[src/rtl/alsu_if.sv]
// Operand/control request bus and result/status bus of the pipelined ALSU.
// err_cnt exists only when ALSU_ERR_CNT_EN is defined.
interface alsu_if #(
  parameter int WIDTH = 3,
  parameter int LED_W = 16
);
  logic                 in_valid;
  logic [WIDTH-1:0]     A;
  logic [WIDTH-1:0]     B;
  logic [2:0]           opcode;
  logic                 cin;
  logic                 serial_in;
  logic                 direction;
  logic                 red_op_A;
  logic                 red_op_B;
  logic                 bypass_A;
  logic                 bypass_B;
  logic                 out_valid;
  logic [2*WIDTH-1:0]   out;
  logic [LED_W-1:0]     leds;
  logic                 err;
`ifdef ALSU_ERR_CNT_EN
  logic [7:0]           err_cnt;
`endif

  modport master (
    output in_valid, A, B, opcode, cin, serial_in, direction,
           red_op_A, red_op_B, bypass_A, bypass_B,
    input  out_valid, out, leds, err
`ifdef ALSU_ERR_CNT_EN
    , input err_cnt
`endif
  );

  modport slave (
    input  in_valid, A, B, opcode, cin, serial_in, direction,
           red_op_A, red_op_B, bypass_A, bypass_B,
    output out_valid, out, leds, err
`ifdef ALSU_ERR_CNT_EN
    , output err_cnt
`endif
  );
endinterface

[src/rtl/alsu_pipe.sv]
// Two-stage valid-qualified arithmetic/logic/shift unit with error flag and LED toggle.
// Optional saturating invalid-operation counter compiled in with ALSU_ERR_CNT_EN.
module alsu_pipe #(
  parameter int WIDTH          = 3,
  parameter     INPUT_PRIORITY = "A",
  parameter     FULL_ADDER     = "ON",
  parameter int LED_W          = 16
) (
  input  logic   clk,
  input  logic   rst,
  alsu_if.slave  bus
);
  localparam int OUT_W = 2 * WIDTH;

  // Selects operand B when only B is requested, or both are and B has priority.
  function automatic logic pick_b(input logic use_a, input logic use_b);
    return use_b && !(use_a && (INPUT_PRIORITY == "A"));
  endfunction

  function automatic logic [7:0] sat_inc8(input logic [7:0] val);
    return (val == 8'hFF) ? val : val + 8'd1;
  endfunction

  logic             vld_p1;
  logic [WIDTH-1:0] a_p1;
  logic [WIDTH-1:0] b_p1;
  logic [2:0]       opcode_p1;
  logic             cin_p1;
  logic             serial_p1;
  logic             dir_p1;
  logic             red_a_p1;
  logic             red_b_p1;
  logic             byp_a_p1;
  logic             byp_b_p1;

  logic             vld_p2;
  logic [OUT_W-1:0] out_p2;
  logic [LED_W-1:0] leds_p2;
  logic             err_p2;

  logic             bypass;
  logic             invalid;
  logic             cin_eff;
  logic [WIDTH-1:0] red_src;
  logic [WIDTH:0]   sum;
  logic [OUT_W-1:0] result;

  // Stage 1: capture request; a request coinciding with rst is dropped
  always_ff @(posedge clk) begin
    if (rst) begin
      vld_p1 <= 1'b0;
    end else begin
      vld_p1 <= bus.in_valid;
    end
  end

  always_ff @(posedge clk) begin
    if (bus.in_valid) begin
      a_p1      <= bus.A;
      b_p1      <= bus.B;
      opcode_p1 <= bus.opcode;
      cin_p1    <= bus.cin;
      serial_p1 <= bus.serial_in;
      dir_p1    <= bus.direction;
      red_a_p1  <= bus.red_op_A;
      red_b_p1  <= bus.red_op_B;
      byp_a_p1  <= bus.bypass_A;
      byp_b_p1  <= bus.bypass_B;
    end
  end

  // Stage 2: compute result; SHIFT/ROTATE operate on the registered out so they chain
  always_comb begin
    bypass  = byp_a_p1 | byp_b_p1;
    invalid = (opcode_p1[2:1] == 2'b11) ||
              ((red_a_p1 | red_b_p1) && (opcode_p1 inside {[3'b010:3'b101]}));
    cin_eff = (FULL_ADDER == "ON") ? cin_p1 : 1'b0;
    sum     = (WIDTH+1)'(a_p1) + (WIDTH+1)'(b_p1) + (WIDTH+1)'(cin_eff);
    red_src = '0;
    result  = '0;
    if (bypass) begin
      result = OUT_W'(pick_b(byp_a_p1, byp_b_p1) ? b_p1 : a_p1);
    end else if (!invalid) begin
      case (opcode_p1)
        3'b000, 3'b001: begin
          if (!(red_a_p1 | red_b_p1)) begin
            result = OUT_W'(opcode_p1[0] ? (a_p1 ^ b_p1) : (a_p1 & b_p1));
          end else begin
            red_src = pick_b(red_a_p1, red_b_p1) ? b_p1 : a_p1;
            result  = OUT_W'(opcode_p1[0] ? ^red_src : &red_src);
          end
        end
        3'b010:  result = OUT_W'(sum);
        3'b011:  result = OUT_W'(a_p1) * OUT_W'(b_p1);
        3'b100:  result = dir_p1 ? {out_p2[OUT_W-2:0], serial_p1}
                                 : {serial_p1, out_p2[OUT_W-1:1]};
        3'b101:  result = dir_p1 ? {out_p2[OUT_W-2:0], out_p2[OUT_W-1]}
                                 : {out_p2[0], out_p2[OUT_W-1:1]};
        default: result = '0;
      endcase
    end
  end

  always_ff @(posedge clk) begin
    if (rst) begin
      vld_p2  <= 1'b0;
      out_p2  <= '0;
      leds_p2 <= '0;
      err_p2  <= 1'b0;
    end else begin
      vld_p2 <= vld_p1;
      if (vld_p1) begin
        out_p2 <= result;
        err_p2 <= !bypass && invalid;
        if (!bypass && invalid) begin
          leds_p2 <= ~leds_p2;
        end
      end
    end
  end

  assign bus.out_valid = vld_p2;
  assign bus.out       = out_p2;
  assign bus.leds      = leds_p2;
  assign bus.err       = err_p2;

`ifdef ALSU_ERR_CNT_EN
  logic [7:0] err_cnt_p2;

  always_ff @(posedge clk) begin
    if (rst) begin
      err_cnt_p2 <= 8'd0;
    end else if (vld_p1 && !bypass && invalid) begin
      err_cnt_p2 <= sat_inc8(err_cnt_p2);
    end
  end

  assign bus.err_cnt = err_cnt_p2;
`endif
endmodule
[src/flat_wrapper.sv]
// flat-port wrapper written by rule: the top's interface ports become plain ports
module alsu_pipe_flat 
#(
  parameter int WIDTH          = 3,
  parameter     INPUT_PRIORITY = " ",
  parameter     FULL_ADDER     = "  ",
  parameter int LED_W          = 16
)
  (clk, rst, bus_in_valid, bus_A, bus_B, bus_opcode, bus_cin, bus_serial_in, bus_direction, bus_red_op_A, bus_red_op_B, bus_bypass_A, bus_bypass_B, bus_out_valid, bus_out, bus_leds, bus_err);
  alsu_if #(.WIDTH(WIDTH), .LED_W(LED_W)) bus_i ();
  input  logic clk;
  input  logic rst;
  input wire logic [$bits(bus_i.in_valid)-1:0] bus_in_valid;
  input wire logic [$bits(bus_i.A)-1:0] bus_A;
  input wire logic [$bits(bus_i.B)-1:0] bus_B;
  input wire logic [$bits(bus_i.opcode)-1:0] bus_opcode;
  input wire logic [$bits(bus_i.cin)-1:0] bus_cin;
  input wire logic [$bits(bus_i.serial_in)-1:0] bus_serial_in;
  input wire logic [$bits(bus_i.direction)-1:0] bus_direction;
  input wire logic [$bits(bus_i.red_op_A)-1:0] bus_red_op_A;
  input wire logic [$bits(bus_i.red_op_B)-1:0] bus_red_op_B;
  input wire logic [$bits(bus_i.bypass_A)-1:0] bus_bypass_A;
  input wire logic [$bits(bus_i.bypass_B)-1:0] bus_bypass_B;
  output wire logic [$bits(bus_i.out_valid)-1:0] bus_out_valid;
  output wire logic [$bits(bus_i.out)-1:0] bus_out;
  output wire logic [$bits(bus_i.leds)-1:0] bus_leds;
  output wire logic [$bits(bus_i.err)-1:0] bus_err;
  assign bus_i.in_valid = bus_in_valid;
  assign bus_i.A = bus_A;
  assign bus_i.B = bus_B;
  assign bus_i.opcode = bus_opcode;
  assign bus_i.cin = bus_cin;
  assign bus_i.serial_in = bus_serial_in;
  assign bus_i.direction = bus_direction;
  assign bus_i.red_op_A = bus_red_op_A;
  assign bus_i.red_op_B = bus_red_op_B;
  assign bus_i.bypass_A = bus_bypass_A;
  assign bus_i.bypass_B = bus_bypass_B;
  assign bus_out_valid = bus_i.out_valid;
  assign bus_out = bus_i.out;
  assign bus_leds = bus_i.leds;
  assign bus_err = bus_i.err;
  alsu_pipe #(.WIDTH(WIDTH), .INPUT_PRIORITY(INPUT_PRIORITY), .FULL_ADDER(FULL_ADDER), .LED_W(LED_W)) u_core (.clk(clk), .rst(rst), .bus(bus_i));
endmodule
[config.mk]
export PLATFORM = sky130hd
export DESIGN_NAME = alsu_pipe_flat
export DESIGN_NICKNAME = d
export VERILOG_FILES = /design/src/rtl/alsu_if.sv /design/src/rtl/alsu_pipe.sv /design/src/flat_wrapper.sv
export SDC_FILE = /design/constraint.sdc
export NUM_CORES = 1
export LEC_CHECK = 0
export CORE_MARGIN = 8
export CORE_UTILIZATION = 41
export DETAILED_ROUTE_END_ITERATION = 12
export PLACE_DENSITY_LB_ADDON = 0.05
export RECOVER_POWER = 100
export SETUP_SLACK_MARGIN = 0.4
export SLEW_MARGIN = 15
export SYNTH_ARGS = -nofsm -noshare
export SYNTH_HDL_FRONTEND = slang
export SYNTH_SLANG_ARGS = --single-unit
[constraint.sdc]
create_clock -name clk -period 2.7 [get_ports clk]
set_clock_uncertainty 0.05 [all_clocks]
set_input_delay 0.405 -clock clk [delete_from_list [all_inputs] [get_ports clk]]
set_output_delay 0.405 -clock clk [all_outputs]
set_load 0.01 [all_outputs]
== Word-level counts from Yosys, hierarchy flattened ==
Cells that the tools add are included.
Word-level totals
  output and inout bits: 24
  flip-flop bits (word level): 40
  bits in latches: 0
  bits in read-only memories: 0
  bits of input ports: 19
  memory bits (writable): 0
  logic and storage cells: 49
  memories kept: 0
Cells by class
  shifts and indexed selects: 0
  bitwise gates (word level): 5
  divide/modulo/power cells: 0
  reductions and logical operators: 10
  equality and inequality tests: 6
  add/subtract/negate cells: 1
  multiply operators: 1
  order comparisons: 2
  mux-type cells: 10
Operator list (number)
  6-bit 2-to-1 mux: 6
  6-bit one-hot mux with 5 select lines: 1
  16-bit inverter: 1
  3-bit by 2-bit equality test with 1-bit output (second input constant): 2
  3-bit equality test (second input constant): 2
  3-bit by 3-bit multiplier with 6-bit output: 1
  3-bit 2-to-1 mux: 2
  3-bit by 3-bit adder with 4-bit output: 1
  3-bit bitwise AND: 1
  3-bit by 1-bit equality test with 1-bit output (second input constant): 1
  3-bit by 2-bit greater-or-equal comparator with 1-bit output (second input constant): 1
  3-bit less-or-equal comparator (second input constant): 1
  1-bit logical AND: 3
  3-bit logical NOT: 1
  3-bit AND reduction: 1
  3-bit XOR reduction: 1
  3-bit bitwise XOR: 1
  2-bit equality test (second input constant): 1
  1-bit bitwise OR: 2
  2-bit AND reduction: 1
  2-bit OR reduction: 1
  1-bit logical NOT: 1
  1-bit logical OR: 1
  1-bit 2-to-1 mux: 1

== Longest topological paths before layout ==
  depth in word-level cells: 7
  mapped depth: 9

== Least setup slack after synthesis ==
Ideal clock, no wire load.
  path kind: reg-to-reg
  from: register u_core.b_p1[1]
  to: register u_core.out_p2[3], in the netlist u_core.bus.out[3]
  setup slack: 0.406 ns
  data arrival time: 2.152 ns
  path buffers: 0
  cell stages (with the launch flop): 9
  path through: edfxtp_1 -> ha_1 -> xnor2_1 -> ha_1 -> ha_1 -> fa_1 -> nor2b_1 -> o32a_1 -> o32ai_1
Between the ends
  word-level cells in the longest chain between the ends: 4
Ends and longest elaborated chain
  start, declared: RTL line alsu_pipe.sv:26  | logic [WIDTH-1:0] b_p1;
  start signal, assigned: RTL line alsu_pipe.sv:60  | b_p1 <= bus.B;
  3-bit by 3-bit multiplier with 6-bit output or 3-bit by 3-bit adder with 4-bit output (tied branches): RTL line alsu_pipe.sv:94, alsu_pipe.sv:78
  6-bit one-hot mux with 5 select lines (*): RTL line alsu_pipe.sv:84  | case (opcode_p1)
  6-bit 2-to-1 mux (*): RTL line alsu_pipe.sv:83  | end else if (!invalid) begin
  6-bit 2-to-1 mux (*): RTL line alsu_pipe.sv:81  | if (bypass) begin
  end signal, assigned: RTL line alsu_pipe.sv:113  | out_p2 <= result;
  end, declared: RTL line alsu_pipe.sv:37  | logic [OUT_W-1:0] out_p2;
Every way passes the cells marked *; elsewhere a longest branch is shown, timed or not.
A chain may end at the register's enable or synchronous reset.

== Final worst setup path ==
  from: register u_core.a_p1[1]
  to: register u_core.out_p2[3], in the netlist u_core.bus.out[3]
Between the ends
  word-level cells in the longest chain between the ends: 4
Ends and longest elaborated chain
  start, declared: RTL line alsu_pipe.sv:25  | logic [WIDTH-1:0] a_p1;
  start signal, assigned: RTL line alsu_pipe.sv:59  | a_p1 <= bus.A;
  3-bit by 3-bit multiplier with 6-bit output or 3-bit by 3-bit adder with 4-bit output (tied branches): RTL line alsu_pipe.sv:94, alsu_pipe.sv:78
  6-bit one-hot mux with 5 select lines (*): RTL line alsu_pipe.sv:84
  6-bit 2-to-1 mux (*): RTL line alsu_pipe.sv:83
  6-bit 2-to-1 mux (*): RTL line alsu_pipe.sv:81
Marks and branches as above.

==> impl_metrics.toml <==
[worst_setup_path]
critical_path_buf_inv_count = 0
cp.arrival_ns = 2.52
cp.required_ns = 2.85
max_stage_delay_ns = 0.50
crit_slowest_cell = "fa_1"
crit_path_start_kind = "flop"
crit_path_cell_trace = "ha_1, xnor2_2, ha_1, ha_1, fa_1, nor2b_1, o32a_1, o32ai_1"
crit_type = "reg2reg"
crit_family = "adder cells"
cp_max_fo = 2
cp-end-kind = "flop"
cp_common_cell = "ha_1"

[synth]
synth_area_leaders = "dfxtp_1, edfxtp_1, xnor2_1"
synth.distinct_cells = 39
synth_top_cell_by_area = "dfxtp_1"
syn_area_sq_um = 2022
synth_fp_nets = 221
synth_flop_cell = "dfxtp_1"
postSynth.asyncResetShare_pct = 0
postSynthAreaPerCell_sq_um = 10.70
synth_cells = 189
ys.warnings.count = 0
synth-seq-cells = 40
synth_top_area_share_pct = 24.75
synth_edf_count = 15
synth-seq-area-share_pct = 47.03

[route]
viasPerCell = 5.099
wl_per_cell_um = 15.31
dr_total_vias = 1540
first_pass_iters = 4
drc_errors = 0
routed_wl_um = 4625
drtIter0Drc = 99
drtAntennaViolNets = 0

[grt]
grt_remaining_overflow = 0
grt.total_usage_pct = 12.76
grt_pass1_vias = 1538
antenna_found_initial = 0
grt_max_degree = 20
grt_pass1_wl_um = 7445

[outcome]
status = "completed"

[final_layout]
finalNetCount = 266
multiInputGateArea_sq_um = 999.7
final_layout_size_suffix_gt1_share_pct = 9.787
final_common_cell = "dlygate4sd3_1"
regArea_sq_um = 950.9
fill_cells = 444
antenna_cells = 0
instances_no_fill = 302
layout_common_cells = "dlygate4sd3_1, nor2_1, dfxtp_1, xnor2_1, edfxtp_1"
syn2layout_area_growth_pct = 30.63

[sta]
final.setup.tns_ns = 0
period_share_pct = 87.61
slew_headroom_pct = 51.25
setup_violations = 0
clock.fmax_mhz = 422.7
finalHoldViolations = 0
drv_slew = 0
min_period_ns = 2.366
rsz0062_at_grt = "true"
tightest_slew_ns = 0.7288

[cts]
clk_pin_slew_worst_paths_ns = 0.08
clk_latency_ns = 0.29
cts_buffers = 5
cts_hold_buf = 0
cts_sinks = 40
htreeDepth = 2
clock_tree.root_cell = "clkbuf_8"
clockBufferDepth = 2
tritoncts = "yes"

[pwr]
ir_drop_mv = 0.4432
leakagePower_uw = 0.001065
cellPowerDensity_nw_per_um2 = 534.2

[die]
die_w_um = 86.23
die-area_sq_um = 7435
die-height_um = 86.23
core-area_sq_um = 4755
start_util_pct = 42.53
num_io_pins = 43
rows = 25

[worst_hold_path]
hold_path_class = "reg2reg"

[placement]
place_inst = 289
post-dp-hpwl_um = 3478
io_buffer_count = 41
gp_congestion = 0.8639

[flow_run]
maxCapViolations = 0
-- sequential cells by signal (all words and copies together) (netlist names), 3 cells and up --
signal            cells
u_core.a_p1           3
u_core.b_p1           3
u_core.bus.out        6
u_core.opcode_p1      3
u_core.bus.leds      16
-- synth_stat cells (all sizes together) (3+ instances only) --
cell type  number
nor2           26
dfxtp          25
xnor2          18
edfxtp         15
ha             11
mux2i           9
nand2           8
a211oi          6
clkbuf          6
inv             6
nand2b          6
and2            5
buf             5
o21ai           4
a21oi           3
mux2            3
o22ai           3
o32ai           3
-- final timing paths --
| path | endpoint | slack (ns) | from | cells past startpoint |
|---|---|---|---|---|
| setup reg to reg | u_core.bus.out[3]$_SDFFE_PP0P_ | 0.33 | u_core.a_p1[1]$_DFFE_PP_ | 8 |
| hold reg to reg | u_core.bus.err$_SDFFE_PP0P_ | 0.46 | u_core.bus.err$_SDFFE_PP0P_ | 2 |
| setup / recovery | u_core.bus.out[3]$_SDFFE_PP0P_ | 0.33 | u_core.a_p1[1]$_DFFE_PP_ | 8 |
| hold / removal | u_core.bus.err$_SDFFE_PP0P_ | 0.46 | u_core.bus.err$_SDFFE_PP0P_ | 2 |
-- metal layers --
layer	vias up	part of all wire, %	global-route usage [%]	wire length (um)
met5	-	0	0	0
met4	0	0.76	3.286	35
met3	5	6.3	4.537	290
met2	41	47	19.80	2177
met1	735	46	16.37	2121
li1	759	-	-	-
-- through the flow --
stage	setup WS, ns	instance area [sq um]	hold WS [ns]	util (%)	power (uW)
after global placement	0.2791	2482	0.4272	52.21	945.8
after CTS	0.3968	2626	0.4740	55.24	1431
after detailed placement	0.2294	2482	0.4500	52.21	954.6
after floorplan	0.4061	2022	0.4539	-	859.3
after global routing	0.1931	2641	0.4951	55.55	1490
final	0.3345	2641	0.4625	55.55	1411
-- layout make-up --
cell class | count | area share [%]
inverters | 6 | 0.8527
well taps | 67 | 3.174
multi-input cells | 132 | 37.85
flip-flops and latches | 40 | 36.00
clock buffers | 7 | 4.074
clock inverters | 1 | 0.3316
repair buffers | 49 | 17.72
-- report_power, final --
group	total (uW)	switching, uW	internal [uW]
clock network	470	205	265
logic	233	107	126
registers	708	47.2	661
total	1410	359	1050
-- worst min-delay path: stages (launching register included) --
cell and delay, ns:
dfxtp_1 0.34, a21oi_1 0.06, nor2_1 0.08
-- what timing repair did --
action	in CTS	in global routing
endpoints found under the setup margin	2	2
gates resized for setup	4	0
hold endpoints to repair	0	0
pin swaps	3	2
gates cloned	0	0
setup buffers	1	4
-- kinds of logic after synthesis --
group	after synthesis	share of synthesized area, %
simple gates	55	13.24
flops	40	47.03
compound gates	33	12.69
xor+xnor	19	8.230
buf+inv	17	3.898
fa+ha+maj	13	8.787
mux	12	6.126
Note: power is estimated with default switching activity, not from simulation.
